===== src/rtl/vex_l15_req_arbiter.sv =====
// Shares the tile's single L1.5 request port between the VexRiscv iBus and dBus.
// Only one request is outstanding at a time. Returns are byte-swapped and routed back to the bus that owns the request.
module vex_l15_req_arbiter #(
  parameter int NC_BIT = 31
) (
  input  logic        clk,
  input  logic        rst,
  input  logic        ibus_cmd_valid,
  input  logic [31:0] ibus_cmd_pc,
  output logic        ibus_cmd_ready,
  output logic        ibus_rsp_valid,
  output logic [31:0] ibus_rsp_inst,
  input  logic        dbus_cmd_valid,
  input  logic        dbus_cmd_wr,
  input  logic [31:0] dbus_cmd_address,
  input  logic [31:0] dbus_cmd_data,
  input  logic [1:0]  dbus_cmd_size,
  output logic        dbus_cmd_ready,
  output logic        dbus_rsp_valid,
  output logic [31:0] dbus_rsp_data,
  output logic        transducer_l15_val,
  output logic [4:0]  transducer_l15_rqtype,
  output logic [2:0]  transducer_l15_size,
  output logic [39:0] transducer_l15_address,
  output logic [63:0] transducer_l15_data,
  output logic        transducer_l15_nc,
  input  logic        l15_transducer_ack,
  input  logic        l15_transducer_val,
  input  logic [3:0]  l15_transducer_returntype,
  input  logic [63:0] l15_transducer_data_0,
  input  logic [63:0] l15_transducer_data_1,
  output logic        transducer_l15_req_ack,
  output logic        vex_int,
  output logic        arb_busy
);
  localparam logic [4:0] LOAD_RQ   = 5'b00000;
  localparam logic [4:0] STORE_RQ  = 5'b00001;
  localparam logic [2:0] PCX_SZ_1B = 3'b000;
  localparam logic [2:0] PCX_SZ_2B = 3'b001;
  localparam logic [2:0] PCX_SZ_4B = 3'b010;
  localparam logic [3:0] LOAD_RET  = 4'b0000;
  localparam logic [3:0] ST_ACK    = 4'b0100;
  localparam logic [3:0] INT_RET   = 4'b0111;

  typedef enum logic [1:0] {IDLE = 2'd0, ISSUE = 2'd1, WAIT = 2'd2} state_t;

  typedef struct packed {
    logic        own_d;
    logic        wr;
    logic [31:0] addr;
    logic [31:0] data;
    logic [1:0]  size;
  } req_t;

  state_t      state;
  req_t        req;
  logic        last_d;
  logic        gnt_i, gnt_d, ret_ld, ret_done, fin;
  logic [31:0] ret_word;

  function automatic logic [31:0] bswap(input logic [31:0] w);
    return {w[7:0], w[15:8], w[23:16], w[31:24]};
  endfunction

  // Round-robin: on a tie the bus not granted last time wins.
  always_comb begin
    gnt_d = (state == IDLE) && dbus_cmd_valid && (!ibus_cmd_valid || !last_d);
    gnt_i = (state == IDLE) && ibus_cmd_valid && !gnt_d;
  end

  assign ibus_cmd_ready         = gnt_i;
  assign dbus_cmd_ready         = gnt_d;
  assign transducer_l15_req_ack = l15_transducer_val;
  assign arb_busy               = (state != IDLE);

  assign ret_ld   = l15_transducer_val && (l15_transducer_returntype == LOAD_RET);
  assign ret_done = ret_ld || (l15_transducer_val && (l15_transducer_returntype == ST_ACK));
  assign fin      = ret_done && ((state == WAIT) || (state == ISSUE && l15_transducer_ack));

  always_comb begin
    case (req.addr[3:2])
      2'd0:    ret_word = l15_transducer_data_0[63:32];
      2'd1:    ret_word = l15_transducer_data_0[31:0];
      2'd2:    ret_word = l15_transducer_data_1[63:32];
      default: ret_word = l15_transducer_data_1[31:0];
    endcase
  end

  always_comb begin
    transducer_l15_val     = 1'b0;
    transducer_l15_rqtype  = LOAD_RQ;
    transducer_l15_size    = PCX_SZ_1B;
    transducer_l15_address = '0;
    transducer_l15_data    = '0;
    transducer_l15_nc      = 1'b0;
    if (state == ISSUE) begin
      transducer_l15_val     = 1'b1;
      transducer_l15_rqtype  = req.wr ? STORE_RQ : LOAD_RQ;
      case (req.size)
        2'd0:    transducer_l15_size = PCX_SZ_1B;
        2'd1:    transducer_l15_size = PCX_SZ_2B;
        default: transducer_l15_size = PCX_SZ_4B;
      endcase
      transducer_l15_address = {{8{req.addr[31]}}, req.addr};
      transducer_l15_data    = req.wr ? {bswap(req.data), bswap(req.data)} : 64'd0;
      transducer_l15_nc      = req.addr[NC_BIT];
    end
  end

  always_ff @(posedge clk) begin
    if (rst) begin
      state          <= IDLE;
      req            <= '0;
      last_d         <= 1'b0;
      ibus_rsp_valid <= 1'b0;
      ibus_rsp_inst  <= '0;
      dbus_rsp_valid <= 1'b0;
      dbus_rsp_data  <= '0;
      vex_int        <= 1'b0;
    end else begin
      ibus_rsp_valid <= 1'b0;
      dbus_rsp_valid <= 1'b0;
      vex_int <= l15_transducer_val && (l15_transducer_returntype == INT_RET) &&
                 (l15_transducer_data_0[17:16] == 2'b01);
      case (state)
        IDLE: if (gnt_i || gnt_d) begin
          req.own_d <= gnt_d;
          req.wr    <= gnt_d && dbus_cmd_wr;
          req.addr  <= gnt_d ? dbus_cmd_address : ibus_cmd_pc;
          req.data  <= gnt_d ? dbus_cmd_data : 32'd0;
          req.size  <= gnt_d ? dbus_cmd_size : 2'd2;
          last_d    <= gnt_d;
          state     <= ISSUE;
        end
        ISSUE: if (l15_transducer_ack) state <= fin ? IDLE : WAIT;
        WAIT:  if (fin) state <= IDLE;
        default: state <= IDLE;
      endcase
      if (fin && ret_ld) begin
        if (req.own_d) begin
          dbus_rsp_valid <= 1'b1;
          dbus_rsp_data  <= bswap(ret_word);
        end else begin
          ibus_rsp_valid <= 1'b1;
          ibus_rsp_inst  <= bswap(ret_word);
        end
      end
    end
  end
endmodule


===== config.mk =====
export PLATFORM = sky130hd
export DESIGN_NAME = vex_l15_req_arbiter
export DESIGN_NICKNAME = d
export VERILOG_FILES = /design/src/rtl/vex_l15_req_arbiter.sv
export SDC_FILE = /design/constraint.sdc
export NUM_CORES = 1
export LEC_CHECK = 0
export BUFFER_PORTS_ARGS = -buffer_cell sky130_fd_sc_hd__buf_2
export CORE_AREA = 2 2 164 166
export CTS_CLUSTER_DIAMETER = 100
export DETAILED_ROUTE_END_ITERATION = 8
export DIE_AREA = 0 0 166 168
export PLACE_DENSITY_LB_ADDON = 0.25
export SYNTH_ARGS = -nofsm -noshare
export SYNTH_HDL_FRONTEND = slang
export SYNTH_SLANG_ARGS = --single-unit

===== constraint.sdc =====
create_clock -name clk -period 3.2 [get_ports clk]
set_input_delay 0.16 -clock clk [delete_from_list [all_inputs] [get_ports clk]]
set_output_delay 0.16 -clock clk [all_outputs]
set_load 0.02 [all_outputs]

### Yosys cells after proc, flatten, opt, wreduce, memory -nomap -nowiden

Index checks and enable logic that the tools add are counted.

* equal/unequal tests: 11
* bitwise operators: 2
* reduce and logical (&&, ||, !) cells: 29
* multiplexer cells: 20

Operators by type and width (number)
* $mux 64: 2
* $pmux 32 s3: 1
* $mux 32: 2
* $mux 40: 1
* $logic_and 1x1->1: 12
* $mux 2: 6
* $eq 2x1->1 const B: 4
* $eq 4x3->1 const B: 2
* $logic_not 2->1: 3
* $mux 1: 6
* $pmux 2 s3: 1
* $reduce_and 2->1: 3
* $eq 2x2->1 const B: 2
* $logic_not 4->1: 1
* $logic_or 1x1->1: 4
* $ne 2x2->1 const B: 2
* $pmux 2 s2: 1
* $logic_not 1->1: 3
* $reduce_and 3->1: 1
* $ne 2x1->1 const B: 1
* $not 1->1: 2
* $reduce_bool 2->1: 1
* $reduce_or 2->1: 1

* logic and storage cells: 73
* register bits after elaboration: 137

### Depth between registers and ports, before layout

* depth after elaboration: 8
* mapped depth: 7

### Least setup slack after synthesis

No wires, ideal clock.

* path kind: reg-to-output
* start point: register state[0]
* end point: output port transducer_l15_address[31]
* setup slack: 1.563 ns
* cell stages (with the launch flop): 5
* path buffers: 2
* data arrival time: 1.477 ns
* cell sequence: dfxtp_1 > nor2b_1 > clkbuf_1 > and2_1 > buf_4

* longest elaborated chain between the ends: 2

RTL lines
* from (decl): RTL line 55 `state_t state;`
* from (signal assigned): RTL line 135 `ISSUE: if (l15_transducer_ack) state <= fin ? IDLE : WAIT;`
* $eq 2x1->1: RTL line 96 `if (state == ISSUE) begin`
* $mux 40: RTL line 96
* to (decl): RTL line 24 `output logic [39:0] transducer_l15_address,`

No other way between the ends.

### Worst setup path in the final report

* start point: register state[1]
* end point: register req[39] in the netlist's numbering

* longest elaborated chain between the ends: 7
* elaborated cells between the ends (all ways): 9

RTL lines
* $logic_not 2->1 (*): RTL line 67, 68, 125
* $logic_and 1x1->1 (2 in a row): RTL line 67 `gnt_d = (state == IDLE) && dbus_cmd_valid && (!ibus_cmd_valid || !last_d);`
* $logic_not 1->1: RTL line 68 `gnt_i = (state == IDLE) && ibus_cmd_valid && !gnt_d;`
* $logic_and 1x1->1: RTL line 68
* $logic_or 1x1->1: RTL line 126 `IDLE: if (gnt_i || gnt_d) begin`
* $reduce_and 2->1 (no source line)
* to (decl): RTL line 56 `req_t req;`

Every way passes the cells marked *; elsewhere a longest branch is shown, timed or not.
A chain may end at the register's enable or synchronous reset.

==> summary.md <==
| Metric | Value |
|---|---|
| Largest net degree at the start of global routing | `72` |
| Status | `finished, final reports clean` |
| Die height | `168 um` |
| Die Wd | `166 um` |
| Num CTS Buffers | `17` |
| Clock Tree Buf Depth | `2` |
| Area of the core | `0.0264 mm^2` |
| DRT Wirelength | `25700 um` |
| Routed len/inst | `16.6 um` |
| Seq. cell area | `0.00275 mm^2` |
| Adder-cell area share of the yosys netlist | `0%` |
| Max Fanout on Critical Path | `34` |
| Initial core utilization | `24.9%` |
| Vias in the first global route | `7038` |
| Area growth, synth to finish | `52.9%` |
| I/O Pins | `422` |
| Final count of hold timing violations | `0` |
| Leak | `4.85 nW` |
| Kind of end point of the critical path | `flop` |
| Slowest CP cell | `dlygate4sd3_1` |
| Mapped Cells | `769` |
| Slowest cell delay on critical path | `0.59 ns` |
| Placement Rows | `60` |
| Final core utilization | `38.1%` |
| R2R Path Start | `state[1]$_SDFFE_PP0P_` |
| DRC viols | `0` |
| Post CTS Setup Buffer Count | `0` |
| VDD IR max | `0.280 mV` |
| Period utilisation layout | `75.4%` |
| First-pass GRT wire length | `38800 um` |
| Post-layout nets | `1429` |
| Worst EP required | `3.55 ns` |
| Congestion Overflow GR | `0` |
| PnR worst setup slack | `0.789 ns` |
| XOR/XNOR Fraction of Synth Area | `0%` |
| Max Slew Vio Count | `0` |
| Worst Setup Path Type | `reg2reg` |
| Setup slack, reg-to-reg | `0.79 ns` |
| Post-place setup slack | `1.26 ns` |
| TritonCTS clock tree | `done` |
| HP Start | `ibus_cmd_pc[22]` |
| Layout cells sized above 1 | `41.7%` |
| DRT Pass-1 Iters | `4` |
| Fillers | `2744` |
| Max-cap violations | `0` |
| Yosys Warn Count | `0` |
| Seq/Total Area, Yosys | `41.8%` |
| H-tree Lvls | `4` |
| Clock slew seen by the registers of the worst setup and hold paths | `0.07 ns` |
| HPWL after detailed placement | `17600 um` |
| Mapped cell area | `0.00656 mm^2` |
| Worst Hold Class | `in2reg` |
| Final TNS setup | `0 ns` |
| RSZ-0062 raised after global routing | `false` |
| Post-CTS resize count | `0` |
| Multi-input gate area | `0.00321 mm^2` |
| Mean Syn Cell Area | `8.53 um^2` |
| Vias | `7144` |
| Cell total after placement | `1432` |
| Worst Setup Start Kind | `flop` |
| Count of different cell masters after synthesis | `31` |
| CP Data Arrival Time | `2.76 ns` |
| Initial antenna violation count | `2` |
| IO Port Bufs | `416` |
| Root Driver | `clkbuf_16` |
| Initial drt markers | `367` |
| Mux contribution to synthesized area | `11.0%` |
| Register bit count reported by yosys | `137` |
| Routed vias/inst | `4.62` |
| Global placer's final weighted congestion | `0.764` |
| Final Skew | `0.0123 ns` |
| CTS Sinks | `137` |
| Cell Chain, Critical Path | `nor2_2 > o21a_2 > buf_12 > nor2_1 > a311oi_1 > dlygate4sd3_1` |
| Total GRT Usage | `17.7%` |
| Compound-Gate Fraction of Synth Area | `14.3%` |
| Worst Tran Pin Value | `1.04 ns` |
| Relative slew slack | `30.7%` |
| Die Area | `0.0279 mm^2` |
| Clock latency on the worst-skew pair | `0.41 ns` |
| Final min period | `2.41 ns` |
| Filler-free cell count of the finished design | `1547` |
| DRT antenna net count | `0` |
| Max Fclk | `415 MHz` |
| Main combinational cell family by area after synthesis | `simple AND/OR/NAND/NOR gates` |
| Simple-gate portion of the synthesized area | `23.1%` |
| Worst setup path startpoint | `state[1]$_SDFFE_PP0P_` |
| Pwr/cell area | `484 mW/mm^2` |
| Final setup violation count | `0` |
==> cell families after synthesis <==
logic type	Yosys count
compound gates	139
buf+inv	115
flops	137
mux	32
other cells	1
simple gates	345
==> registers in the layout, summed over array words and instances (netlist names) <==
register	flops
ibus_rsp_inst	32
dbus_rsp_valid	1
last_d	1
state	2
ibus_rsp_valid	1
dbus_rsp_data	32
vex_int	1
req	67
==> worst max-delay path: cells and delay by family (launching register included) <==
kind / cells / cell delay [ns]
buffers and inverters: 2 / 0.86
AND/OR/NAND/NOR: 2 / 0.28
flip-flops: 1 / 0.36
AO/OA/AOI/OAI: 2 / 0.83
==> per-layer routing <==
metal / track usage [%] / routed length [um]
met1: 20.6 / 10400
met3: 4.54 / 2010
met5: 0 / 13
met4: 6.01 / 502
met2: 31.5 / 12700
==> cells in the final DEF, fill, tap and decap left out, types with 2 or more instances in the layout <==
cell type and instances:
a311oi_1 32, nand2b_1 2, and3_1 33, and2_1 34, clkinvlp_4 4, clkbuf_16 17
dlygate4sd3_1 82, conb_1 5, buf_4 12, bufinv_16 2, dfxtp_2 2, inv_6 4
buf_2 415, buf_12 3, inv_1 2, and3b_1 2, a21oi_1 66, a22oi_1 34
clkbuf_1 2, mux4_2 32, nand2_1 193, nor2_1 73, dfxtp_1 135
==> layout make-up <==
| class | count | area share, % |
|---|---|---|
| multi-input cells | 521 | 32.0 |
| repair buffers | 512 | 30.4 |
| flip-flops and latches | 137 | 27.4 |
| clock buffers | 20 | 4.45 |
| well taps | 341 | 4.25 |
| clock inverters | 12 | 1.38 |
| inverters | 3 | 0.112 |
| diodes | 1 | 0.0250 |
==> repair_timing <==
action,4_1_cts,5_1_grt
setup endpoints to repair,0,0
endpoints found under the hold margin,64,0
hold buffers,82,0
==> power by group <==
group | switching, W | internal (W) | leakage (nW)
Combinational | 0.000490 | 0.000470 | 3.46
Clock | 0.000833 | 0.00118 | 0.274
Sequential | 0.0000816 | 0.00180 | 1.12
==> synthesized netlist by cell type <==
| cell | instances | share of area (%) |
|---|---|---|
| o2111ai_2 | 1 | 0.23 |
| and2_1 | 34 | 3.2 |
| nor2_2 | 1 | 0.095 |
| nor4b_4 | 1 | 0.36 |
| o211a_1 | 1 | 0.15 |
| inv_2 | 1 | 0.057 |
| and3b_1 | 2 | 0.27 |
| nand2_1 | 193 | 11 |
| nor2_1 | 73 | 4.2 |
| conb_1 | 1 | 0.057 |
| buf_2 | 22 | 1.7 |
| a22oi_1 | 34 | 3.9 |
| nand3_1 | 1 | 0.076 |
| nor3_1 | 1 | 0.076 |
| mux4_2 | 32 | 11 |
| o21ai_1 | 1 | 0.076 |
| nor4_1 | 1 | 0.095 |
| o2111a_1 | 1 | 0.17 |
| o211ai_2 | 1 | 0.19 |
| and3_1 | 33 | 3.1 |
| nor2b_1 | 2 | 0.19 |
| nand4_1 | 1 | 0.095 |
| o21a_1 | 2 | 0.23 |
| clkbuf_1 | 38 | 2.2 |
| a21oi_1 | 66 | 5.0 |
| buf_4 | 49 | 5.6 |
| inv_1 | 2 | 0.11 |
| dfxtp_1 | 137 | 42 |
| nand2b_1 | 2 | 0.19 |
| buf_1 | 3 | 0.17 |
| a311oi_1 | 32 | 4.3 |
==> final timing paths <==
kind                                                  endpoint  depth (start not counted)
worst max register to register            req[39]$_SDFFE_PP0P_                          6
worst max-delay path                      req[39]$_SDFFE_PP0P_                          6
worst min register to register  dbus_rsp_data[24]$_SDFFE_PP0P_                          2
worst min-delay path                      req[56]$_SDFFE_PP0P_                          3
==> metrics by stage <==
stage | hold slack (ns) | instance area [um^2] | power, W
finish | 0.0215 | 10000 | 0.00485
global route | 0.00771 | 10000 | 0.00508
CTS | 0.0000471 | 10000 | 0.00491
detailed placement | 0.365 | 8620 | 0.00278
global placement | 0.369 | 8620 | 0.00277
floorplan | 0.236 | 6570 | 0.00244
Note: power is estimated with default switching activity, not from simulation.
